==> src/rtl/video_acc_sequencer.sv <==
// Instruction sequencer: pops opcodes, sets router dest, starts src/dst movers, retires when both idle.
// Latency pop->retire 4 edges minimum; each start valid holds until its ready, fetch stalls while busy or halted.
module video_acc_sequencer #(
    parameter int DEST_WIDTH = 3,
    parameter int CNT_WIDTH  = 16
) (
    input  logic                  aclk,
    input  logic                  aresetn,
    input  logic                  inst_valid,
    input  logic [31:0]           inst_data,
    output logic                  inst_pop,
    input  logic                  halt,
    output logic                  src_valid,
    input  logic                  src_ready,
    output logic                  dst_valid,
    input  logic                  dst_ready,
    output logic [DEST_WIDTH-1:0] routing_dest,
    output logic                  busy,
    output logic [CNT_WIDTH-1:0]  retired,
    output logic                  illegal,
    input  logic                  illegal_clr
);

    typedef enum logic [1:0] {
        IDLE  = 2'd0,
        START = 2'd1,
        WAIT  = 2'd2
    } state_t;

    state_t     state, state_nxt;
    logic [5:0] opcode;
    logic       op_nop;
    logic       op_legal;
    logic       start_inst;
    logic       retire;
    logic       unused_hi;

    assign opcode    = inst_data[5:0];
    assign unused_hi = ^inst_data[31:6];
    assign op_nop    = (opcode == 6'h00);
    // MOV/DCT/IDCT/CHROMA occupy 0x08..0x0B; the low two bits are the destination
    assign op_legal  = (opcode[5:2] == 4'b0010);

    assign inst_pop   = aresetn && (state == IDLE) && inst_valid && !halt;
    assign start_inst = inst_pop && op_legal;
    assign retire     = (state == WAIT) && src_ready && dst_ready;
    assign busy       = (state != IDLE);

    always_ff @(posedge aclk or negedge aresetn) begin
        if (!aresetn) begin
            state <= IDLE;
        end else begin
            state <= state_nxt;
        end
    end

    always_comb begin
        state_nxt = state;
        case (state)
            IDLE:    if (start_inst) state_nxt = START;
            // one full cycle with both valids low keeps WAIT off a stale ready
            START:   if (!src_valid && !dst_valid) state_nxt = WAIT;
            WAIT:    if (retire) state_nxt = IDLE;
            default: state_nxt = IDLE;
        endcase
    end

    always_ff @(posedge aclk or negedge aresetn) begin
        if (!aresetn) begin
            src_valid    <= 1'b0;
            dst_valid    <= 1'b0;
            routing_dest <= '0;
            retired      <= '0;
            illegal      <= 1'b0;
        end else begin
            if (start_inst) begin
                src_valid    <= 1'b1;
                dst_valid    <= 1'b1;
                routing_dest <= DEST_WIDTH'(opcode[1:0]);
            end else begin
                if (src_valid && src_ready) src_valid <= 1'b0;
                if (dst_valid && dst_ready) dst_valid <= 1'b0;
            end

            if (retire) retired <= retired + 1'b1;

            if (inst_pop && !op_legal && !op_nop) begin
                illegal <= 1'b1;
            end else if (illegal_clr) begin
                illegal <= 1'b0;
            end
        end
    end

endmodule
==> config.mk <==
export PLATFORM = sky130hd
export DESIGN_NAME = video_acc_sequencer
export DESIGN_NICKNAME = d
export VERILOG_FILES = /design/src/rtl/video_acc_sequencer.sv
export SDC_FILE = /design/constraint.sdc
export NUM_CORES = 1
export LEC_CHECK = 0
export CORE_MARGIN = 2
export CORE_UTILIZATION = 35
export CTS_CLUSTER_SIZE = 40
export DETAILED_ROUTE_END_ITERATION = 10
export PLACE_DENSITY_LB_ADDON = 0.25
export SYNTH_ARGS = -nofsm -noshare
export SYNTH_HDL_FRONTEND = slang
export SYNTH_SLANG_ARGS = --single-unit
==> constraint.sdc <==
create_clock -name aclk -period 2.1 [get_ports aclk]
set_input_delay 0.21 -clock aclk [delete_from_list [all_inputs] [get_ports aclk]]
set_output_delay 0.21 -clock aclk [all_outputs]
set_load 0.02 [all_outputs]
**Word-level counts from Yosys, hierarchy flattened**

Cells that the tools add are included.

- Bits in registers: 23
- Word-level logic and storage cells: 46

- Add/sub/neg operators: 1
- Equal/unequal tests: 6
- Multiplexer cells: 10
- Reduce and logical (&&, ||, !) cells: 23

Operators by type and width:

| cell | number |
|---|---|
| 16-bit by 1-bit adder with 16-bit output (second input constant) | 1 |
| 1-bit logical AND | 11 |
| 2-bit nonzero test | 4 |
| 6-bit logical NOT | 1 |
| 1-bit 2-to-1 mux | 6 |
| 2-bit 2-to-1 mux | 3 |
| 2-bit != test (second input constant) | 3 |
| 2-bit case mux with 3 select lines | 1 |
| 1-bit logical NOT | 5 |
| 4-bit by 2-bit == test with 1-bit output (second input constant) | 1 |
| 3-bit AND reduction | 1 |
| 2-bit by 1-bit == test with 1-bit output (second input constant) | 1 |
| 2-bit == test (second input constant) | 1 |
| 2-bit logical NOT | 1 |

**Logic depth before layout (Yosys ltp)**

Gate-level depths: netlist (run 1).

- Depth in word-level cells: 7
- Mapped depth: 5

**Least setup slack after synthesis (run 1)**

Ideal clock, no wire load.

- Path kind: reg2reg
- Start point: reg state[1]
- End point: reg routing_dest[0]
- Library setup time: 0.125 ns
- Arrival time: 1.466 ns
- Slack: 0.509 ns
- Cell stages (with the launch flop): 5
- Buffers on the path: 0
- Clock period less this slack: 1.591 ns
- Cells stage by stage: dfrtp_1 or2_4 nor3_4 nand3_4 mux2_4

- Longest elaborated chain between the ends: 5

Ends and longest elaborated chain:

| item | line | text |
|---|---|---|
| start, declared | 30 | `state_t state, state_nxt;` |
| start signal, assigned | 53 | `state <= state_nxt;` |
| 2-bit logical NOT | 44 | `assign inst_pop = aresetn && (state == IDLE) && inst_valid && !halt;` |
| 1-bit logical AND (3 in series) | 44 |  |
| via inst_pop | 11 | `output logic inst_pop,` |
| 1-bit logical AND | 45 | `assign start_inst = inst_pop && op_legal;` |
| end signal, assigned | 79 | `routing_dest <= DEST_WIDTH'(opcode[1:0]);` |
| end, declared | 17 | `output logic [DEST_WIDTH-1:0] routing_dest,` |

The timed path passes the listed nets, and every way through them passes these cells.
A chain may end at the register's enable or synchronous reset.

**Final worst setup path (run 1)**

- Start point: reg state[1]
- End point: out busy

- Longest elaborated chain between the ends: 1

Ends and longest elaborated chain:

| item | line | text |
|---|---|---|
| 2-bit nonzero test | 47 | `assign busy = (state != IDLE);` |
| end, declared | 18 | `output logic busy,` |

No other way between the ends.

==> flow_summary.toml, run 1 <==
[outcome]
status = "finished clean"

[global_route]
grt_max_degree = 24
grt_pass1_vias = 802
antenna_found_initial = 0
grt.overflow.total = 0
grt_first_pass_wirelength_um = 3480
grt_usage = 0.129

[critical_path]
start_kind = "flop"
cp_max_fo = 5
rr_worst_depth = 5
r2r-start = "state[1]"
r2r_end = "routing_dest[0]"
worstSetupEndpointType = "output pin"
worst_ep_required_time_ns = 1.89
cp.arrival_ns = 1.57
crit_end = "busy"
worstSetupPathType = "reg -> out"
rrSetupSlack_ns = 0.56
cp-startpoint = "state[1]"

[sta]
hold_violations = 0
setup_violations = 0
tns_ns = 0
rsz0062_at_grt = "false"
slew_violations = 0
fin_crit_sh = 0.850
fin_hold_ws_ns = 0.331
post-route-min-period_ns = 1.78
fmaxAchievable_mhz = 560
clock_skew_ns = 0.00345

[yosys]
synth.cell_area_mm2 = 0.00110
synth-seq-area-share = 0.522
synth_top_area_cell = "dfrtp_1"
syn-num-nets = 137
synth_top_area_share = 0.522
synth_compound_area_frac = 0.0341
synth.distinct_cells = 29
yosys.area_share.xor_xnor = 0.119
yosys.area_share.simple = 0.258
ys_warn_count = 0
synth.area.mux_share = 0.0272
synth-seq-cells = 23
synth_top_family_by_area = "simple AND/OR/NAND/NOR gates"
synth_adder_area_share = 0.0114
yosys-top-cells-area = "dfrtp_1 (52%), xor2_1 (6.4%), xnor2_1 (5.6%)"
netlist_instances = 97
syn_area_per_cell_um2 = 11.4

[floorplanning]
chipHeight_um = 60.1
dieWidth_um = 60.1
core_area_mm2 = 0.00303
rows = 20
ios = 63
die_area_mm2 = 0.00361
start_util = 0.364

[place]
gp_congestion = 0.701
portBuffers = 35
hpwl_um = 1660

[final_layout]
syn_to_final_growth_pct = 39.7
antenna_cells = 0
layout-drive-gt1-share = 0.118
nNetsFinal = 177

[power]
p_leak_uw = 0.000725
p_total_uw = 813
ir_drop_uv = 249
power.density_mw_per_mm2 = 528

[clocking]
path_clk_slew_ns = 0.13
cts_tree = "done"
cts_buffer_depth = 2
clk_latency_ns = 0.31
cts_made_buffers = 3
htreeDepth = 1
cts_sinks = 23
clockRootBuffer = "clkbuf_4"

[detailed_routing]
vias = 835
wl_met1_um = 941
wl_met2_um = 1020
ant_nets = 0
met3WireLength_um = 118
first_pass_iters = 3
vias_per_cell = 4.64
wirelength_um = 2110
remaining_drc_errors = 0
top_layer_used = "met4"
routedWlPerCell_um = 11.7
drt_first_iter_violations = 8

[flow_run]
max_cap_viol_count = 0

[worst_hold_path]
min_path_type = "in -> async"
layer usage:
metal / up-vias / GRT usage
met5: - / 0
met4: 0 / 0.0476
met3: 3 / 0.0325
met2: 29 / 0.217
met1: 398 / 0.158
li1: 405 / -
where the power goes:
| part | leakage [uW] | internal [uW] | switching, uW |
|---|---|---|---|
| combinational | 0.000395 | 69.3 | 58.2 |
| sequential | 0.000313 | 459 | 16.9 |
| clock | 0.0000177 | 71.3 | 137 |
cells in the final DEF (no fill, tap or decap):
cell type and n:
nand3_4 1, nor3_2 2, or2_4 1, conb_1 1, inv_1 4, nand4_1 5
nand4_4 1, mux2_4 2, nor3_4 1, dfrtp_1 23, and3_1 2, dlymetal6s2s_1 1
nand3_1 2, and2_1 1, clkbuf_4 3, clkdlybuf4s50_1 34, o31ai_1 1, nor2_1 8
xor2_1 8, nand2_1 11, xnor2_1 7, nand2b_1 1, and4b_1 1, nor3_1 2
a21oi_1 1, clkinv_2 1, buf_4 2, ha_1 1, o21ai_0 5, nor4_4 1
nand4_2 1, nand4b_1 1
synth_stat cells:
| master | count |
|---|---|
| nand4_2 | 1 |
| buf_2 | 1 |
| a21oi_1 | 1 |
| buf_4 | 1 |
| ha_1 | 1 |
| o21ai_0 | 5 |
| nor3_1 | 2 |
| nor3_4 | 1 |
| nand4_4 | 1 |
| and4b_1 | 1 |
| nand2b_1 | 1 |
| nand4_1 | 5 |
| and2_1 | 1 |
| o31ai_1 | 1 |
| dfrtp_1 | 23 |
| mux2_4 | 2 |
| inv_1 | 4 |
| nand3_4 | 1 |
| conb_1 | 1 |
| xor2_1 | 8 |
| nand4b_1 | 1 |
| nor4_4 | 1 |
| nand3_1 | 2 |
| xnor2_1 | 7 |
| and3_1 | 2 |
| nor2_1 | 8 |
| nor3_2 | 2 |
| nand2_1 | 11 |
| or2_4 | 1 |
cell families (layout without fill, tap and decap cells):
family,after synthesis,in the layout
buf+inv,6,45
simple gates,42,42
xor+xnor,15,15
other cells,1,1
fa+ha+maj,1,1
flops,23,23
mux,2,2
compound gates,7,7
sequential cells by signal, summed over array words and instances (netlist names):
| signal | count |
|---|---|
| routing_dest | 2 |
| src_valid | 1 |
| retired | 16 |
| state | 2 |
| illegal | 1 |
| dst_valid | 1 |
what timing repair did:
item	in CTS	in global routing
endpoints found under the hold margin	0	0
resized for setup	0	1
setup buffers	0	0
setup endpoints to repair	0	1
hold buffers	0	0
how the worst min path moves through the flow:
stage                     start     endpoint  slack (ns)
global placement    retired[15]  retired[15]        0.47
global route            aresetn   retired[7]        0.33
detailed placement  retired[15]  retired[15]        0.47
finish                  aresetn  retired[13]        0.33
CTS                     aresetn   retired[5]        0.34
floorplan               aresetn    dst_valid       -0.09
through the flow:
step / cells / instance area, um^2 / utilization / setup slack, ns
floorplan: 97 / 1100 / - / 0.509
global placement: 176 / 1510 / 0.499 / 0.275
detailed placement: 176 / 1510 / 0.499 / 0.302
CTS: 180 / 1540 / 0.508 / 0.0512
global route: 180 / 1540 / 0.509 / 0.260
finish: 180 / 1540 / 0.509 / 0.316
worst max-delay path: stages, from the launching register on:
cell and delay (ns):
dfrtp_1 0.44, or2_4 0.28, clkdlybuf4s50_1 0.55
cell type report:
class / instances / area [um^2]
fill: 271 / 1490
tap: 44 / 55.1
clock inverter: 1 / 5.00
multi-input combinational: 68 / 499
sequential: 23 / 576
clock buffer: 3 / 22.5
timing repair buffer: 37 / 368
inverter: 4 / 15.0
(Power assumes the default switching activity.)
==> run 2, diff against run 1 <==
- clock period: 2.1 -> 1.7 ns (I/O delays scaled with it)
==> flow_summary.toml, run 2 (synthesized netlist as in run 1, its figures left out) <==
[detailed_routing]
vias_per_cell = 4.66
first_pass_iters = 4
ant_nets = 0
wirelength_um = 2160
routedWlPerCell_um = 11.6
remaining_drc_errors = 0
vias = 866
drt_first_iter_violations = 19

[global_route]
grt.overflow.total = 0
grt_max_degree = 24
antenna_found_initial = 0
grt_usage = 0.139
grt_pass1_vias = 840
grt_first_pass_wirelength_um = 3750

[sta]
fmaxAchievable_mhz = 629
clock_skew_ns = 0.00795
fin_crit_sh = 0.935
rsz0062_at_grt = "false"
slew_violations = 0
setup_violations = 0
post-route-min-period_ns = 1.59
hold_violations = 0

[critical_path]
path_cells = "clkdlybuf4s50_1"
worstSetupPathType = "reg -> out"
worst_path_max_delay_cell = "clkdlybuf4s50_1"
critPathMaxStageDelay_ns = 0.64
start_kind = "flop"
worst_ep_required_time_ns = 1.53
rrSetupSlack_ns = 0.18
cp.arrival_ns = 1.42
worstSetupEndpointType = "output pin"
crit_family = "buffers and inverters"
r2r-start = "state[0]"
critPathBufInv = 1
r2r_end = "routing_dest[0]"
cp_max_fo = 7
rr_worst_depth = 5

[final_layout]
syn_to_final_growth_pct = 43.1
register_area_um2 = 578
largest_reg_flops = 16
final_core_utilization = 0.521
multi_input_comb_area_um2 = 499
nNetsFinal = 183
layout_common_cells = "clkdlybuf4s50_1 (33), dfrtp_1 (21), nand2_1 (11)"
antenna_cells = 0
layout-drive-gt1-share = 0.169
regMostFlops = "retired"
fill_cells = 298
fin_cells = 186
final_common_cell = "clkdlybuf4s50_1"
largestRegisters = "retired: 16 flops, routing_dest: 2 flops, state: 2 flops"

[clocking]
path_clk_slew_ns = 0.12
clockRootBuffer = "clkbuf_4"
cts_setup_buffers = 0
cts_buffer_depth = 2
cts_tree = "done"
cts_sinks = 23
cts_made_buffers = 3
htreeDepth = 1
hold_buffers = 0
clk_latency_ns = 0.31

[power]
p_total_uw = 1000
ir_drop_uv = 289
power.density_mw_per_mm2 = 635
p_leak_uw = 0.000737

[floorplanning]
core_area_mm2 = 0.00303
dieWidth_um = 60.1
chipHeight_um = 60.1
die_area_mm2 = 0.00361
ios = 63
start_util = 0.364
rows = 20

[place]
portBuffers = 35
gp_congestion = 0.702
dp_cells = 182
hpwl_um = 1700

[flow_run]
max_cap_viol_count = 0

[outcome]
status = "finished clean"

[worst_hold_path]
min_path_type = "in -> async"
-- run 2: metrics by stage --
step / hold slack [ns] / instance area, um^2 / setup TNS, ns / setup WS [ns]
2_1_floorplan: -0.126 / 1100 / 0 / 0.109
3_3_place_gp: 0.472 / 1560 / -0.0460 / -0.0460
3_5_place_dp: 0.477 / 1560 / -0.0400 / -0.0400
4_1_cts: 0.322 / 1580 / 0 / 0.0191
5_1_grt: 0.330 / 1580 / 0 / 0.0417
6_report: 0.312 / 1580 / 0 / 0.110
-- run 2: timing repair --
action / in CTS / in global routing
setup endpoints to repair: 3 / 2
gates resized for setup: 4 / 2
endpoints found under the hold margin: 0 / 0
gates cloned: 0 / 0
-- run 2: layout make-up --
cell class,instances,share of cell area
well taps,44,0.0349
repair buffers,43,0.256
inverters,4,0.00952
clock buffers,4,0.0167
flip-flops and latches,23,0.366
multi-input cells,68,0.316
-- run 2: metal layers --
| metal | vias up | GRT usage | share of wire |
|---|---|---|---|
| met3 | 2 | 0.0325 | 0.063 |
| met4 | 0 | 0.0476 | 0.0079 |
| met5 | - | 0 | 0 |
| met2 | 28 | 0.225 | 0.49 |
| li1 | 417 | - | - |
| met1 | 419 | 0.183 | 0.44 |
-- run 2: worst max-delay path by stage --
stage          cells past startpoint              end  slack, ns  startpoint
3_5_place_dp                       4         inst_pop      -0.04     aresetn
5_1_grt                            1       retired[2]       0.04  retired[2]
4_1_cts                            3         inst_pop       0.02    state[0]
2_1_floorplan                      4  routing_dest[0]       0.11    state[1]
3_3_place_gp                       4         inst_pop      -0.05     aresetn
6_report                           1       retired[2]       0.11  retired[2]
-- run 2: worst register-to-register path, delay by kind of cell (launching register included) --
family                 cells  cell delay [ns]
buffers and inverters      1             0.14
DFF                        1             0.44
muxes                      1             0.31
and+or+nand+nor            3             0.52
-- run 2: power breakdown --
part	internal [uW]	switching (uW)	leakage (uW)
registers	567	22.2	0.000309
clock network	91.5	156	0.0000150
logic	89.3	74.7	0.000413
total	748	253	0.000737
